**config.mk**
```make
export PLATFORM = sky130hd
export DESIGN_NAME = cache_flush_sequencer
export DESIGN_NICKNAME = d
export VERILOG_FILES = /design/src/rtl/cache_flush_sequencer.sv
export SDC_FILE = /design/constraint.sdc
export NUM_CORES = 1
export LEC_CHECK = 0
export ABC_AREA = 0
export ABC_CLOCK_PERIOD_IN_PS = 5500
export CAP_MARGIN = 20
export CORE_MARGIN = 2
export CORE_UTILIZATION = 53
export CTS_BUF_LIST = sky130_fd_sc_hd__clkbuf_8
export DETAILED_ROUTE_END_ITERATION = 6
export PLACE_DENSITY = 0.83
export SYNTH_ARGS = -nofsm -noshare
export SYNTH_HDL_FRONTEND = slang
export SYNTH_SLANG_ARGS = --single-unit
```
**constraint.sdc**
```tcl
create_clock -name ap_clk -period 5.5 [get_ports ap_clk]
set_input_delay 1.1 -clock ap_clk [delete_from_list [all_inputs] [get_ports ap_clk]]
set_output_delay 1.1 -clock ap_clk [all_outputs]
set_load 0.01 [all_outputs]
```
**src/rtl/cache_flush_sequencer.sv**
```systemverilog
// ----------------------------------------------------------------------------
// cache_flush_sequencer
//
// Evicts every line of the system-level memory cache by reading a contiguous
// region that covers all sets and ways, one single-beat AXI read per line.
// The number of reads in flight is bounded. All responses are drained before
// completion is reported. Read data is discarded. Only the response code is
// inspected, and any non-OKAY response latches a sticky error flag.
//
// Ports
//   ap_clk, ap_rst_n   clock, asynchronous active-low reset
//   start              single-cycle flush request (accepted only when idle)
//   base_address       region base, sampled on accepted start (line aligned)
//   busy               high from accepted start until done
//   done               one-cycle completion pulse
//   resp_error         sticky flag for any rresp != OKAY, cleared on start
//   m_axi_ar*          AXI read-address channel (single beat, INCR)
//   m_axi_r*           AXI read-data channel (data discarded)
// ----------------------------------------------------------------------------
module cache_flush_sequencer #(
    parameter int NUM_WAYS        = 4,
    parameter int LINE_SIZE_LOG   = 6,
    parameter int CACHE_SIZE      = 65536,
    parameter int ADDR_W          = 64,
    parameter int ID_W            = 1,
    parameter int MAX_OUTSTANDING = 16
) (
    input  logic              ap_clk,
    input  logic              ap_rst_n,
    input  logic              start,
    input  logic [ADDR_W-1:0] base_address,
    output logic              busy,
    output logic              done,
    output logic              resp_error,
    output logic              m_axi_arvalid,
    input  logic              m_axi_arready,
    output logic [ADDR_W-1:0] m_axi_araddr,
    output logic [ID_W-1:0]   m_axi_arid,
    output logic [7:0]        m_axi_arlen,
    output logic [2:0]        m_axi_arsize,
    output logic [1:0]        m_axi_arburst,
    input  logic              m_axi_rvalid,
    output logic              m_axi_rready,
    input  logic              m_axi_rlast,
    input  logic [1:0]        m_axi_rresp
);

    localparam int WAYS_LOG = $clog2(NUM_WAYS);
    localparam int NUM_SETS = CACHE_SIZE >> (LINE_SIZE_LOG + WAYS_LOG);
    localparam int COUNT    = NUM_SETS * NUM_WAYS;
    localparam int CNT_W    = $clog2(COUNT) + 1;
    localparam int OUT_W    = $clog2(MAX_OUTSTANDING) + 1;

    localparam logic [CNT_W-1:0]  COUNT_V   = CNT_W'(COUNT);
    localparam logic [OUT_W-1:0]  MAX_OUT_V = OUT_W'(MAX_OUTSTANDING);
    localparam logic [ADDR_W-1:0] LINE_MASK =
        ~((ADDR_W'(1'b1) << LINE_SIZE_LOG) - ADDR_W'(1'b1));

    typedef enum logic [1:0] {
        ST_IDLE  = 2'd0,
        ST_ISSUE = 2'd1,
        ST_DRAIN = 2'd2,
        ST_DONE  = 2'd3
    } state_t;

    state_t             state_r, state_s;
    logic [CNT_W-1:0]   issued_r, issued_s;
    logic [OUT_W-1:0]   outstanding_r, outstanding_s, out_step_s;
    logic [ADDR_W-1:0]  base_r, base_s;
    logic               resp_error_r, resp_error_s;

    logic               arvalid_r, arvalid_s;
    logic [ADDR_W-1:0]  araddr_r, araddr_s;
    logic               rready_r, rready_s;
    logic               busy_r, busy_s;
    logic               done_r, done_s;

    logic               ar_hs_s;
    logic               r_last_hs_s;
    logic               r_err_s;

    assign ar_hs_s     = arvalid_r & m_axi_arready;
    assign r_last_hs_s = m_axi_rvalid & rready_r & m_axi_rlast;
    assign r_err_s     = m_axi_rvalid & rready_r & (m_axi_rresp != 2'b00);

    // In-flight read count: AR adds one, last R beat removes one, both cancel.
    always_comb begin
        out_step_s = outstanding_r;
        if (ar_hs_s && !r_last_hs_s) begin
            out_step_s = outstanding_r + OUT_W'(1'b1);
        end else if (!ar_hs_s && r_last_hs_s && (outstanding_r != OUT_W'(1'b0))) begin
            out_step_s = outstanding_r - OUT_W'(1'b1);
        end else begin
            out_step_s = outstanding_r;
        end
    end

    // Next-state and next-value logic for the flush sequence.
    always_comb begin
        state_s       = state_r;
        issued_s      = issued_r;
        outstanding_s = outstanding_r;
        base_s        = base_r;
        resp_error_s  = resp_error_r | r_err_s;

        case (state_r)
            ST_IDLE: begin
                if (start) begin
                    base_s        = base_address & LINE_MASK;
                    issued_s      = CNT_W'(1'b0);
                    outstanding_s = OUT_W'(1'b0);
                    resp_error_s  = 1'b0;
                    state_s       = ST_ISSUE;
                end else begin
                    state_s = ST_IDLE;
                end
            end
            ST_ISSUE: begin
                outstanding_s = out_step_s;
                if (ar_hs_s) begin
                    issued_s = issued_r + CNT_W'(1'b1);
                end else begin
                    issued_s = issued_r;
                end
                // The final AR always leaves at least one read in flight,
                // so the sequence always passes through DRAIN.
                if (issued_s == COUNT_V) begin
                    state_s = ST_DRAIN;
                end else begin
                    state_s = ST_ISSUE;
                end
            end
            ST_DRAIN: begin
                outstanding_s = out_step_s;
                // Look at the post-update count so the last R beat leads
                // straight into DONE on the following cycle.
                if (outstanding_s == OUT_W'(1'b0)) begin
                    state_s = ST_DONE;
                end else begin
                    state_s = ST_DRAIN;
                end
            end
            ST_DONE: begin
                state_s = ST_IDLE;
            end
            default: begin
                state_s = ST_IDLE;
            end
        endcase
    end

    // Output values for the coming cycle, derived from the next state so the
    // registered outputs line up with the state they describe.
    always_comb begin
        arvalid_s = (state_s == ST_ISSUE) && (issued_s < COUNT_V) &&
                    (outstanding_s < MAX_OUT_V);
        araddr_s  = base_s + (ADDR_W'(issued_s) << LINE_SIZE_LOG);
        rready_s  = (state_s == ST_ISSUE) || (state_s == ST_DRAIN);
        busy_s    = (state_s != ST_IDLE);
        done_s    = (state_s == ST_DONE);
    end

    // State, counters and registered outputs.
    always_ff @(posedge ap_clk or negedge ap_rst_n) begin
        if (!ap_rst_n) begin
            state_r       <= ST_IDLE;
            issued_r      <= CNT_W'(1'b0);
            outstanding_r <= OUT_W'(1'b0);
            base_r        <= ADDR_W'(1'b0);
            resp_error_r  <= 1'b0;
            arvalid_r     <= 1'b0;
            araddr_r      <= ADDR_W'(1'b0);
            rready_r      <= 1'b0;
            busy_r        <= 1'b0;
            done_r        <= 1'b0;
        end else begin
            state_r       <= state_s;
            issued_r      <= issued_s;
            outstanding_r <= outstanding_s;
            base_r        <= base_s;
            resp_error_r  <= resp_error_s;
            arvalid_r     <= arvalid_s;
            araddr_r      <= araddr_s;
            rready_r      <= rready_s;
            busy_r        <= busy_s;
            done_r        <= done_s;
        end
    end

    assign busy          = busy_r;
    assign done          = done_r;
    assign resp_error    = resp_error_r;
    assign m_axi_arvalid = arvalid_r;
    assign m_axi_araddr  = araddr_r;
    assign m_axi_arid    = {ID_W{1'b0}};
    assign m_axi_arlen   = 8'd0;
    assign m_axi_arsize  = 3'(LINE_SIZE_LOG);
    assign m_axi_arburst = 2'b01;
    assign m_axi_rready  = rready_r;

endmodule

```
# Yosys cells after proc, flatten, opt, wreduce, memory -nomap -nowiden
# Cells that the tools add are included.
# totals
register_bits,151
output_inout_bits,83
# op_classes
bitwise,5
eq_ne,7
n_reduce_logical,14
addsub,4
order_cmp,2
mux,16
# op_table
cell,count
$mux 64,2
$add 64x17->64,1
$mux 11,3
$pmux 11 s2,1
$mux 5,3
$add 11x1->11 const B,1
$eq 11x11->1 const B,1
$lt 11x11->1 const B,1
$pmux 5 s2,1
$eq 2x2->1 const B,4
$pmux 2 s4,1
$add 5x1->5 const B,1
$logic_and 1x1->1,5
$logic_not 5->1,1
$lt 5x5->1 const B,1
$reduce_bool 5->1,1
$sub 5x1->5 const B,1
$and 1x1->1,4
$eq 2x1->1 const B,2
$mux 1,4
$reduce_bool 2->1,2
$logic_not 1->1,2
$logic_not 2->1,1
$mux 2,1
3 further kinds,3

# Logic depth before layout (Yosys ltp)
# Gate-level depths: netlist of the first run.
# depth
depth_word,12
ltp_mapped,21
ltp_nobuf,14

# Worst setup path after synthesis of the first run
# Ideal clock, no wire load.
# synth_timing
kind,input port to flip-flop
startpoint,in start
endpoint,"reg araddr_r[61], in the netlist m_axi_araddr[61]"
arrival_ps,4446
n_path_buf,7
cell_stages,18
setup_slack_ps,931
path_cell_list,and2_1 > buf_6 > buf_6 > buf_4 > buf_4 > clkbuf_1 > nor2_1 > clkbuf_1 > a22o_1 > ha_1 > clkbuf_1 > nand3_1 > nor2_1 > o211ai_1 > a21o_1 > a2111oi_4 > nand4b_1 > xnor2_1
# synth_between
elab_chain_cells,3
elab_cells_between_ends,5
# synth_rtl
element,line,text
from (decl),30,"input logic start,"
$mux 11,108,if (start) begin
$pmux 11 s2,106,case (state_r)
net issued_s[4],67,"logic [CNT_W-1:0] issued_r, issued_s;"
$add 64x17->64,157,araddr_s = base_s + (ADDR_W'(issued_s) << LINE_SIZE_LOG);
net araddr_s[61],73,"logic [ADDR_W-1:0] araddr_r, araddr_s;"
to (signal assigned),172,araddr_r <= ADDR_W'(1'b0);
to (signal assigned),183,araddr_r <= araddr_s;
to (decl),73,
# The timed path passes the listed nets, and every way through them passes these cells.

# Final worst setup path of the first run
# layout_timing
startpoint,in start
endpoint,"reg araddr_r[29], in the netlist m_axi_araddr[29]"
# The elaborated chain is that of the path after synthesis.

==> impl_metrics.py, run 1 <==
metrics = {
    "logic_synthesis": {
        "avgSynthCellArea_um2": 9.73,
        "synth-edff-count": 0,
        "yosysUniqueCellTypes": 60,
        "syn_inst": 733,
        "synth_area_um2": 7130,
        "async_flop_share": 1.00,
        "synth_top_area_share": 0.488,
        "synth-main-ff-cell": "dfrtp_1",
        "synth_area_leaders": "dfrtp_1 (49%), nand2_1 (8.7%), xnor2_1 (6.8%)",
        "yosysMostFrequentCell": "nand2_1",
        "yosysSeqAreaShare": 0.488,
        "synth-seq-cells": 139,
        "yosys_warnings": 0,
        "synth_common_cells": "nand2_1 (165), dfrtp_1 (139), xnor2_1 (55)",
        "yosysTopAreaCell": "dfrtp_1",
    },
    "die": {
        "io_pins": 155,
        "die_area_um2": 14400,
        "die_w_um": 120,
        "num_rows": 42,
        "initial_core_util": 0.541,
        "core_area_um2": 13200,
        "die_y_um": 120,
    },
    "drt": {
        "ant_nets": 0,
        "dr_total_vias": 5643,
        "vias_per_cell": 5.38,
        "wl_per_cell_um": 15.7,
        "drt_iter0_markers": 374,
        "wirelength_mm": 16.4,
        "dr.pass1.iters": 6,
        "drc": 0,
    },
    "layout": {
        "drive_gt1_frac": 0.0630,
        "antenna_cells": 0,
        "area_growth_pct": 25.1,
        "fin_util": 0.676,
        "nNetsFinal": 955,
    },
    "clocking": {
        "htreeDepth": 4,
        "ctsResizeCount": 0,
        "postCtsHoldBufs": 0,
        "cts_buffer_depth": 2,
        "cts-root-buf": "clkbuf_8",
        "cts_made_buffers": 17,
        "cts.sinks": 139,
        "cts_tree": "done",
        "post-cts-setup-buffer-count": 0,
        "clock_latency_ns": 0.46,
        "clk_pin_slew_ns": 0.07,
    },
    "placement": {
        "dp_hpwl_mm": 11.7,
        "gp_congestion": 0.861,
        "place_ws_ns": 0.506,
        "portBuffers": 128,
    },
    "worst_setup_path": {
        "arrival_ns": 4.94,
        "critical_path_peak_fanout": 12,
        "worstSetupPathType": "input pin to flop",
        "critPathLaunchType": "input pin",
        "cp-end-kind": "flop",
        "worst_ep_required_time_ns": 5.88,
    },
    "sta": {
        "final_max_slew_viol_count": 0,
        "rsz0062_at_grt": "false",
        "setup_violations": 0,
        "hold_viol_final": 0,
        "fin_ws_ns": 0.940,
        "maxSlewHeadroom": 0.383,
        "fin_crit_sh": 0.829,
        "tns_ns": 0,
        "finalCriticalPeriod_ns": 4.56,
        "fmaxAchievable_mhz": 219,
        "whs_ns": 0.484,
        "worst_pin_slew_ns": 0.926,
        "skew_ns": 0.0126,
    },
    "pwr": {
        "powerDensity_nw_per_um2": 508,
        "clkPwrFrac": 0.199,
        "power_mw": 4.53,
        "p_comb_frac": 0.423,
        "peakVddDrop_uv": 282,
        "p_sw_mw": 1.64,
        "p_leak_nw": 4.06,
        "p_int_mw": 2.90,
        "p_sw_frac": 0.361,
        "power.share.sequential": 0.378,
    },
    "flow_run": {
        "max_cap_viol_count": 0,
    },
    "grt": {
        "grt_pass1_wl_mm": 27.0,
        "grt_max_degree": 104,
        "overflow": 0,
        "antenna_found_initial": 0,
        "grt_pass1_vias": 5592,
        "grt_usage": 0.240,
    },
    "run_status": {
        "status": "completed",
    },
    "min_path": {
        "hp-class": "flop to flop",
    },
}
==> path summary, 6_finish.rpt <==
kind | start | end | slack [ns] | cells past startpoint
worst max register to register | state_r[1] | m_axi_araddr[29] | 1.37 | 13
min in group asynchronous | ap_rst_n | m_axi_araddr[8] | 0.76 | 1
worst min-delay path | base_r[6] | base_r[6] | 0.48 | 2
max in group asynchronous | ap_rst_n | issued_r[7] | 3.67 | 2
worst max-delay path | start | m_axi_araddr[29] | 0.94 | 12
worst min register to register | base_r[6] | base_r[6] | 0.48 | 2
==> metrics by stage <==
step / instances / instance area [um2]
finish: 1049 / 8920
global route: 1049 / 8920
CTS: 1049 / 8920
detailed placement: 1017 / 8480
global placement: 1017 / 8480
floorplan: 751 / 7200
==> area by class of cell <==
class | instances | area (um2)
multi-input combinational | 532 | 3320
clock buffer | 19 | 262
sequential | 139 | 3480
fill | 1007 | 4270
inverter | 35 | 131
tap | 176 | 220
clock inverter | 13 | 175
timing repair buffer | 135 | 1340
==> worst max-delay path, stage by stage <==
cell,delay (ns)
clkdlybuf4s50_1,0.74
and2_4,0.33
nor2_1,0.15
a22o_1,0.28
ha_1,0.41
nand3_1,0.11
nor2_1,0.17
o211ai_1,0.19
a21oi_1,0.59
o21ai_1,0.33
nor4_1,0.34
xor2_1,0.18
==> power by group through the flow <==
stage | clock, mW | combinational (mW) | sequential (mW)
6_report | 0.901 | 1.92 | 1.72
5_1_grt | 0.968 | 2.11 | 1.76
4_1_cts | 0.914 | 1.92 | 1.72
3_5_place_dp | 0 | 1.91 | 1.72
3_3_place_gp | 0 | 1.86 | 1.72
2_1_floorplan | 0 | 1.03 | 1.80
==> cell families (layout without fill, tap and decap cells) <==
group,Yosys count,in the layout,share of synthesized area
xor+xnor,65,65,0.0798
flops,139,139,0.488
buf+inv,80,202,0.0570
fa+ha+maj,23,23,0.0414
other cells,2,20,0.00105
simple gates,318,318,0.214
compound gates,83,83,0.0861
mux,23,23,0.0332
==> layer usage <==
| metal | track usage | vias up | share of wire |
|---|---|---|---|
| li1 | - | 2716 | - |
| met1 | 0.299 | 2710 | 0.42 |
| met2 | 0.394 | 195 | 0.49 |
| met3 | 0.0856 | 22 | 0.082 |
| met4 | 0.0713 | 0 | 0.012 |
| met5 | 0 | - | 0 |
==> cell usage in the layout (no fill, tap or decap), types with 8 or more instances in the layout <==
cell type        Yosys  final
conb_1               2     20
a21oi_1             14     14
a31oi_1              9      9
nor3_1              14     14
nand3_1             43     43
clkbuf_8             0     19
inv_1               35     37
nor2_1              33     33
nand2_1            165    164
and3_1              10     10
xnor2_1             55     55
nand4_1             16     16
o21ai_0             13     13
xor2_1              10     10
clkdlybuf4s50_1      0    127
ha_1                22     22
and4_1               8      8
dfrtp_1            139    139
a22o_1              11     11
mux2i_1             20     20
==> registers in the layout (all words and copies together), names as in the netlist <==
signal         flops
issued_r          11
resp_error         1
busy               1
outstanding_r      5
m_axi_rready       1
done               1
m_axi_arvalid      1
m_axi_araddr      58
base_r            58
state_r            2
Note: power is estimated with default switching activity, not from simulation.
==> inputs of run 2 (changes only) <==
- ABC_CLOCK_PERIOD_IN_PS: 5500 -> 4280
- clock period: 5.5 -> 4.28 ns (I/O delays scaled with it)
==> run 2 against run 1 <==
Wire length is 1.4% higher. Largest cell class unchanged. Critical endpoint unchanged. Via count is 2.4% higher. Die area stayed put. Final cell count is 2.6% higher. Clock skew is 0.00056 ns lower.
==> impl_metrics.py, run 2 (synthesized netlist as in run 1, its figures left out) <==
metrics = {
    "drt": {
        "drc": 0,
        "dr_total_vias": 5776,
        "wirelength_mm": 16.7,
        "dr.pass1.iters": 4,
        "ant_nets": 0,
        "vias_per_cell": 5.37,
        "drt_iter0_markers": 407,
        "wl_per_cell_um": 15.5,
    },
    "layout": {
        "fin_util": 0.689,
        "layoutNonFillerInstCount": 1076,
        "area_growth_pct": 27.4,
        "fillers": 1013,
        "final_cell_mix": "nand2_1 (164), dfrtp_1 (139), clkdlybuf4s50_1 (127)",
        "nNetsFinal": 982,
        "layout_commonest_cell": "nand2_1",
        "drive_gt1_frac": 0.0879,
    },
    "die": {
        "die_y_um": 120,
        "io_pins": 155,
        "num_rows": 42,
        "core_area_um2": 13200,
        "die_area_um2": 14400,
        "die_w_um": 120,
        "initial_core_util": 0.541,
    },
    "placement": {
        "place_ws_ns": -0.0843,
        "dp_hpwl_mm": 12.0,
        "portBuffers": 128,
        "dp_cells": 1044,
        "gp_congestion": 0.887,
    },
    "clocking": {
        "cts.sinks": 139,
        "clock_latency_ns": 0.46,
        "post-cts-setup-buffer-count": 0,
        "htreeDepth": 4,
        "cts-root-buf": "clkbuf_8",
        "clk_pin_slew_ns": 0.08,
        "ctsResizeCount": 0,
        "cts_made_buffers": 17,
        "cts_buffer_depth": 2,
        "cts_tree": "done",
        "postCtsHoldBufs": 0,
    },
    "sta": {
        "fmaxAchievable_mhz": 253,
        "fin_ws_ns": 0.325,
        "skew_ns": 0.0121,
        "maxSlewHeadroom": 0.438,
        "rsz0062_at_grt": "false",
        "final_max_slew_viol_count": 0,
        "fin_crit_sh": 0.924,
        "finalCriticalPeriod_ns": 3.96,
        "whs_ns": 0.482,
        "hold_viol_final": 0,
        "setup_violations": 0,
        "worst_pin_slew_ns": 0.843,
    },
    "flow_run": {
        "max_cap_viol_count": 0,
    },
    "pwr": {
        "peakVddDrop_uv": 394,
        "powerDensity_nw_per_um2": 638,
        "p_leak_nw": 4.19,
    },
    "worst_setup_path": {
        "critical-path-slowest-cell": "a21oi_1",
        "worst_ep_required_time_ns": 4.66,
        "cp-end-kind": "flop",
        "r2r_cells": 16,
        "worstSetupPathType": "input pin to flop",
        "cp_cell_sequence": "clkdlybuf4s50_1 -> and2_1 -> and3_1 -> nand2_1 -> xnor2_1 -> a22o_1 -> ha_1 -> nand3_1 -> nor2_1 -> o211ai_1 -> a21oi_1 -> o21ai_1 -> buf_4 -> nor4_1 -> xor2_1",
        "startpoint": "m_axi_arready",
        "arrival_ns": 4.34,
        "worstSetupEndpoint": "m_axi_araddr[29]",
        "rrSetupSlack_ns": 0.45,
        "r2r-end": "m_axi_araddr[26]",
        "critPathLaunchType": "input pin",
        "r2r_start": "state_r[0]",
        "critical_path_peak_fanout": 6,
        "crit_path_max_incr_delay_ns": 0.57,
    },
    "grt": {
        "antenna_found_initial": 1,
        "grt_usage": 0.244,
        "overflow": 0,
        "grt_pass1_vias": 5680,
        "grt_max_degree": 94,
        "grt_pass1_wl_mm": 27.3,
    },
    "min_path": {
        "hp-class": "flop to flop",
    },
    "run_status": {
        "status": "completed",
    },
}
## run 2: changes by cell type in the layout (fill, tap and decap cells not counted)
cell,previous run,this run
clkbuf_8,19,20
buf_12,0,1
buf_4,7,33
diode_2,0,1
bufinv_16,4,2
clkinv_4,2,0
inv_1,37,39
## run 2: worst min-delay path by stage
stage	startpoint	to	slack [ns]	cells after the start
2_1_floorplan	base_r[10]	base_r[10]	0.44	2
3_3_place_gp	base_r[12]	base_r[12]	0.46	2
3_5_place_dp	base_r[14]	base_r[14]	0.46	2
4_1_cts	base_r[14]	base_r[14]	0.48	2
5_1_grt	base_r[63]	base_r[63]	0.52	2
6_report	base_r[12]	base_r[12]	0.48	2
## run 2: routing by layer
| metal | up-vias | global-route usage | routed length [um] |
|---|---|---|---|
| met2 | 177 | 0.395 | 8140 |
| met5 | - | 0 | 0 |
| met4 | 0 | 0.107 | 380 |
| li1 | 2768 | - | - |
| met1 | 2800 | 0.303 | 6940 |
| met3 | 31 | 0.0727 | 1190 |
## run 2: area by class of cell
class,count,area [um2],area share
Antenna cell,1,2.50,0.000276
Clock buffer,20,275,0.0303
Clock inverter,11,105,0.0116
Inverter,35,131,0.0145
Multi-Input combinational cell,532,3320,0.365
Sequential cell,139,3480,0.383
Tap cell,176,220,0.0242
Timing Repair Buffer,162,1550,0.171
## run 2: metrics by stage
stage	TNS, ns	cell area [um2]	power (mW)
after floorplan	0	7200	3.64
after global placement	0	8700	4.69
after detailed placement	-0.182	8700	4.77
after global routing	0	9080	6.19
final	0	9080	5.79
after CTS	0	9080	5.83
## run 2: worst max-delay path: cells and delay by family
family,cells,cell delay [ns]
AO/OA/AOI/OAI,4,1.06
buffers and inverters,2,0.65
XOR/XNOR,2,0.31
adder cells (fa/ha/maj),1,0.38
AND/OR/NAND/NOR,6,1.07
## run 2: report_power, final
group,switching [mW],internal [mW],leakage [nW]
clock network,0.484,0.549,0.205
registers,0.300,1.91,1.71
logic,1.32,1.22,2.27
total,2.11,3.68,4.19
==> inputs of run 3 (changes only) <==
- CTS_CLUSTER_SIZE: not set -> 30
- SKIP_LAST_GASP: not set -> 1
==> results of run 3 <==
No change in the layout: final DEF, timing and power equal those of run 2.
